[config.mk]
export PLATFORM = sky130hd
export DESIGN_NAME = connect_lane_reducer_flat
export DESIGN_NICKNAME = d
export VERILOG_FILES = /design/src/rtl/connect_lane_reducer_if.sv /design/src/rtl/connect_lane_reducer.sv /design/src/flat_wrapper.sv
export SDC_FILE = /design/constraint.sdc
export NUM_CORES = 1
export LEC_CHECK = 0
export ABC_AREA = 1
export CAP_MARGIN = 20
export CELL_PAD_IN_SITES_DETAIL_PLACEMENT = 0
export CELL_PAD_IN_SITES_GLOBAL_PLACEMENT = 1
export CORE_MARGIN = 3
export CORE_UTILIZATION = 44
export DETAILED_ROUTE_END_ITERATION = 10
export DONT_BUFFER_PORTS = 1
export PLACE_DENSITY_LB_ADDON = 0.1
export SKIP_CTS_REPAIR_TIMING = 1
export SYNTH_ARGS = -nofsm -noshare
export SYNTH_HDL_FRONTEND = slang
export SYNTH_SLANG_ARGS = --single-unit
[constraint.sdc]
create_clock -name clk -period 7.5 [get_ports clk]
set_input_delay 1.5 -clock clk [delete_from_list [all_inputs] [get_ports clk]]
set_output_delay 1.5 -clock clk [all_outputs]
set_load 0.02 [all_outputs]
[src/rtl/connect_lane_reducer_if.sv]
`default_nettype none
// ============================================================================
//  Module   : connect_lane_reducer_if
//  Brief    : Handshake/data bundle for connect_lane_reducer (input beat with
//             mode/mask side-band, registered ready/valid result, beat count).
//  Revision : 1.0 - initial release
// ============================================================================
interface connect_lane_reducer_if #(
    parameter int WIDTH = 1,
    parameter int LANES = 2
);
    logic             io_in_valid;
    logic             io_in_ready;
    logic [WIDTH-1:0] io_in_bits;
    logic [1:0]       io_mode;
    logic [LANES-1:0] io_lane_en;
    logic             io_out_valid;
    logic             io_out_ready;
    logic [WIDTH-1:0] io_out_bits;
    logic [15:0]      io_beats;

    // Producer/consumer side: offers beats, takes results.
    modport master (
        output io_in_valid, io_in_bits, io_mode, io_lane_en, io_out_ready,
        input  io_in_ready, io_out_valid, io_out_bits, io_beats
    );

    // Block side.
    modport slave (
        input  io_in_valid, io_in_bits, io_mode, io_lane_en, io_out_ready,
        output io_in_ready, io_out_valid, io_out_bits, io_beats
    );
endinterface
`default_nettype wire

[src/rtl/connect_lane_reducer.sv]
`default_nettype none
// ============================================================================
//  Module   : connect_lane_reducer
//  Brief    : Fans the input word out to LANES pass-through lanes, reduces the
//             enabled lanes with OR/AND/XOR (or bypasses them), folds in the
//             value accepted DELAY beats earlier, and registers the result
//             behind a single-stage, bubble-free ready/valid output.
//  Revision : 1.0 - initial release
// ============================================================================
module connect_lane_reducer #(
    parameter int WIDTH = 1,
    parameter int LANES = 2,
    parameter int DELAY = 1
) (
    input  logic                  clk,
    input  logic                  reset,
    connect_lane_reducer_if.slave bus
);
    localparam logic [1:0] c_MODE_OR     = 2'd0;
    localparam logic [1:0] c_MODE_AND    = 2'd1;
    localparam logic [1:0] c_MODE_XOR    = 2'd2;
    localparam logic [1:0] c_MODE_BYPASS = 2'd3;
    localparam logic [WIDTH-1:0] c_ONES  = {WIDTH{1'b1}};

    logic             w_acc;
    logic             w_fire;
    logic [WIDTH-1:0] w_ident;
    logic [WIDTH-1:0] w_lane_term [LANES];
    logic [WIDTH-1:0] w_red;
    logic [WIDTH-1:0] w_x;
    logic [WIDTH-1:0] w_result;

    logic             out_valid_q, out_valid_d;
    logic [WIDTH-1:0] out_bits_q,  out_bits_d;
    logic [15:0]      beats_q,     beats_d;
    logic [WIDTH-1:0] hist_q [DELAY];
    logic [WIDTH-1:0] hist_d [DELAY];

    // Handshakes: ready is combinational so a held result can be replaced in
    // the same cycle it is consumed.
    assign bus.io_in_ready = !out_valid_q || bus.io_out_ready;
    assign w_acc           = bus.io_in_valid && bus.io_in_ready;
    assign w_fire          = out_valid_q && bus.io_out_ready;

    assign bus.io_out_valid = out_valid_q;
    assign bus.io_out_bits  = out_bits_q;
    assign bus.io_beats     = beats_q;

    // A disabled lane must not disturb the reduction, so it presents the
    // identity of the selected operator.
    assign w_ident = (bus.io_mode == c_MODE_AND) ? c_ONES : '0;

    for (genvar gi = 0; gi < LANES; gi++) begin : g_lane
        assign w_lane_term[gi] = bus.io_lane_en[gi] ? bus.io_in_bits : w_ident;
    end

    // Bitwise reduction of every lane term under the selected operator.
    always_comb begin
        w_red = w_ident;
        for (int i = 0; i < LANES; i++) begin
            case (bus.io_mode)
                c_MODE_AND: w_red = w_red & w_lane_term[i];
                c_MODE_XOR: w_red = w_red ^ w_lane_term[i];
                default:    w_red = w_red | w_lane_term[i];
            endcase
        end
    end

    assign w_x = hist_q[DELAY-1];

    // Combine the lane reduction with the oldest history entry.
    always_comb begin
        w_result = w_red | w_x;
        case (bus.io_mode)
            c_MODE_OR:     w_result = w_red | w_x;
            c_MODE_AND:    w_result = w_red & w_x;
            c_MODE_XOR:    w_result = w_red ^ w_x;
            c_MODE_BYPASS: w_result = bus.io_in_bits;
            default:       w_result = w_red | w_x;
        endcase
    end

    // Next-state: history ages only on accept; output register loads on accept
    // and empties on a consume with no replacement.
    always_comb begin
        hist_d      = hist_q;
        out_valid_d = out_valid_q;
        out_bits_d  = out_bits_q;
        beats_d     = beats_q + 16'(w_fire);
        if (w_acc) begin
            hist_d[0] = bus.io_in_bits;
            for (int i = 1; i < DELAY; i++) begin
                hist_d[i] = hist_q[i-1];
            end
            out_valid_d = 1'b1;
            out_bits_d  = w_result;
        end else if (w_fire) begin
            out_valid_d = 1'b0;
        end
    end

    // State registers with synchronous reset.
    always_ff @(posedge clk) begin
        if (reset) begin
            out_valid_q <= 1'b0;
            out_bits_q  <= '0;
            beats_q     <= '0;
            for (int i = 0; i < DELAY; i++) begin
                hist_q[i] <= '0;
            end
        end else begin
            out_valid_q <= out_valid_d;
            out_bits_q  <= out_bits_d;
            beats_q     <= beats_d;
            for (int i = 0; i < DELAY; i++) begin
                hist_q[i] <= hist_d[i];
            end
        end
    end
endmodule
`default_nettype wire

[src/flat_wrapper.sv]
// flat-port wrapper written by rule: the top's interface ports become plain ports
module connect_lane_reducer_flat 
#(
    parameter int WIDTH = 1,
    parameter int LANES = 2,
    parameter int DELAY = 1
)
  (clk, reset, bus_io_in_valid, bus_io_in_bits, bus_io_mode, bus_io_lane_en, bus_io_out_ready, bus_io_in_ready, bus_io_out_valid, bus_io_out_bits, bus_io_beats);
  connect_lane_reducer_if #(.WIDTH(WIDTH), .LANES(LANES)) bus_i ();
  input  logic clk;
  input  logic reset;
  input wire logic [$bits(bus_i.io_in_valid)-1:0] bus_io_in_valid;
  input wire logic [$bits(bus_i.io_in_bits)-1:0] bus_io_in_bits;
  input wire logic [$bits(bus_i.io_mode)-1:0] bus_io_mode;
  input wire logic [$bits(bus_i.io_lane_en)-1:0] bus_io_lane_en;
  input wire logic [$bits(bus_i.io_out_ready)-1:0] bus_io_out_ready;
  output wire logic [$bits(bus_i.io_in_ready)-1:0] bus_io_in_ready;
  output wire logic [$bits(bus_i.io_out_valid)-1:0] bus_io_out_valid;
  output wire logic [$bits(bus_i.io_out_bits)-1:0] bus_io_out_bits;
  output wire logic [$bits(bus_i.io_beats)-1:0] bus_io_beats;
  assign bus_i.io_in_valid = bus_io_in_valid;
  assign bus_i.io_in_bits = bus_io_in_bits;
  assign bus_i.io_mode = bus_io_mode;
  assign bus_i.io_lane_en = bus_io_lane_en;
  assign bus_i.io_out_ready = bus_io_out_ready;
  assign bus_io_in_ready = bus_i.io_in_ready;
  assign bus_io_out_valid = bus_i.io_out_valid;
  assign bus_io_out_bits = bus_i.io_out_bits;
  assign bus_io_beats = bus_i.io_beats;
  connect_lane_reducer #(.WIDTH(WIDTH), .LANES(LANES), .DELAY(DELAY)) u_core (.clk(clk), .reset(reset), .bus(bus_i));
endmodule
==> metrics.cfg <==
[status]
status=finished clean

[placed_design]
placedCellCount=197
routabilityCongestion=0.7685
place_area_mm2=0.001177
io_buffers=0
dp_slack_ns=3.736
place_hpwl_mm=1.798

[final_layout]
fin_cells=201
fill_cells=247
diodes=0
multi_input_area_um2=634.4
drive_gt1_share_pct=5.202
area_growth_pct=4.225
utilization_pct=51.44
regArea_um2=380.4
final_cell_area_mm2=0.001204
nets=196

[worst_hold_path]
worstHoldPathType=flip-flop to flip-flop
holdPathEnd=u_core.hist_q
holdPathStages=2
min_from=u_core.hist_q

[drt]
via_count=999
avgViaCountPerCell=4.970
ant_nets=0
remaining_drc_errors=0
firstDrtPassIters=4
totalWireLength_mm=2.191
wire_per_inst_um=10.90
drt-initial-drc-count=23

[floorplan]
pin_count=28
core_area_mm2=0.002340
die-area_mm2=0.003275
die-width_um=57.23
rows=17
initial_core_util_pct=49.36
die_h_um=57.23

[clocking]
cts.sinks=19
worstSkewPairLatency_ns=0.30
clock-root-buffer=clkbuf_4
numCtsBuffers=3
cts_tree=yes
path_clk_slew_ns=0.10
cts_max_level=1
clk_path_buf_depth=2

[timing]
setup_violations=0
max_slew_margin_pct=76.29
period_needed_ns=3.425
setup_ws_ns=4.075
rsz0062_at_grt=no
fmax_ghz=0.2920
fin_tns_setup_ns=0
drv_slew=0
timing_worst_slew_pin_value_ns=0.3552
finalHoldViolations=0
fin_crit_sh_pct=45.66
skew_ns=0.01045
hold_slack_ns=0.4961

[logic_synthesis]
synth_edf_count=0
ys.flop_type=dfxtp_1
synth_nets=193
synth_area_mm2=0.001155
ys_types=20
yosys-top-cells-area=dfxtp_1 (33%), ha_1 (14%), nand2_1 (14%)
synth_commonest_cells=nand2_1 (43), inv_1 (34), nor2_1 (21)
yosysMostFrequentCell=nand2_1
yosysSeqAreaShare_pct=32.94
syn_inst=171
synth.yosys.warnings=0
synth_top_area_share_pct=32.94
yosys.area.top_type=dfxtp_1
ys_seq_elements=19
syn_area_per_cell_um2=6.754
async_reset_ff_share_pct=0

[worst_setup_path]
cp.required_ns=7.73
crit_fanout=3
worstPathArrival_ns=3.65
r2r_setup_slack_ns=5.79
r2r-end=u_core.bus.io_beats[14]
crit_path_end_kind=flip-flop
r2r-start=u_core.bus.io_out_valid
crit_path_start_kind=input port
worstSetupPathType=input port to flip-flop
reg2reg_depth=9

[power_and_ir_drop]
vdd_drop_max_uv=110.0
p_per_area_mw_per_mm2=145.6
total_leakage_power_nw=0.5475
power.total_mw=0.1752

[grt]
antenna_found_initial=0
grt_pass1_vias=975
grt_max_degree=12
grt_usage_pct=14.79
grt-ovfl-total=0
grt_first_pass_wirelength_mm=3.933

[flow_run]
maxCapViolations=0

==> worst max path at each step <==
stage | from | end | slack, ns | depth (start not counted)
2_1_floorplan | bus_io_mode[1] | u_core.bus.io_out_bits | 3.92 | 16
3_3_place_gp | bus_io_mode[1] | u_core.bus.io_out_bits | 3.83 | 16
3_5_place_dp | bus_io_mode[1] | u_core.bus.io_out_bits | 3.74 | 16
4_1_cts | bus_io_mode[1] | u_core.bus.io_out_bits | 4.06 | 16
5_1_grt | bus_io_mode[1] | u_core.bus.io_out_bits | 3.86 | 16
6_report | bus_io_mode[1] | u_core.bus.io_out_bits | 4.08 | 16
==> state kept, by name (all words and copies together) (netlist names) <==
name                     count
u_core.bus.io_beats         16
u_core.hist_q                1
u_core.bus.io_out_valid      1
u_core.bus.io_out_bits       1
==> where the power goes <==
group          internal (mW)  leakage [nW]  switching (mW)
combinational        0.00724         0.379          0.0108
sequential             0.103         0.154         0.00288
clock                 0.0207        0.0150          0.0310
==> cell usage in the layout, fill, tap and decap left out <==
master and n:
a21oi_1 11, a31o_2 1, a31oi_1 1, clkbuf_1 1, clkbuf_4 3, dfxtp_1 19, ha_1 13, inv_1 34
nand2_1 43, nand3_1 7, nand3_2 1, nand3b_1 1, nand4_1 1, nor2_1 21, nor2_2 1, nor2_4 2
nor3_1 2, nor3_2 1, o21ai_0 9, xnor2_1 1
==> kinds of logic after synthesis <==
kind of cell	Yosys count	share of synthesized area (%)
and+or+nand+nor	80	30.12
buffers and inverters	36	12.13
AOI/OAI and AO/OA	22	9.967
DFF	19	32.94
adders and majority gates	13	14.08
xor gates and xnor gates	1	0.7585
==> worst max-delay path, stage by stage <==
cell and delay (ns):
inv_1 0.07, ha_1 0.14, inv_1 0.04, o21ai_0 0.20, inv_1 0.07, ha_1 0.27
nand2_1 0.07, a31oi_1 0.10, ha_1 0.29, nand2_1 0.04, nand3_1 0.07, o21ai_0 0.11
ha_1 0.29, nand2_1 0.04, a31o_2 0.23, a21oi_1 0.10
==> metal layers <==
layer / up-vias / part of all wire, % / track usage, % / wire length, µm
met5: - / 0 / 0 / 0
met2: 26 / 47 / 26.43 / 1021
met4: 0 / 0.64 / 3.311 / 14
li1: 528 / - / - / -
met1: 443 / 43 / 15.21 / 943
met3: 2 / 9.6 / 7.919 / 211
==> cell type report <==
cell class              instances  share of cell area [%]
multi-input cells             116                   52.70
flip-flops and latches         19                   31.60
clock buffers                   4                   2.183
well taps                      28                   2.911
inverters                      34                   10.60
(Power assumes the default switching activity.)
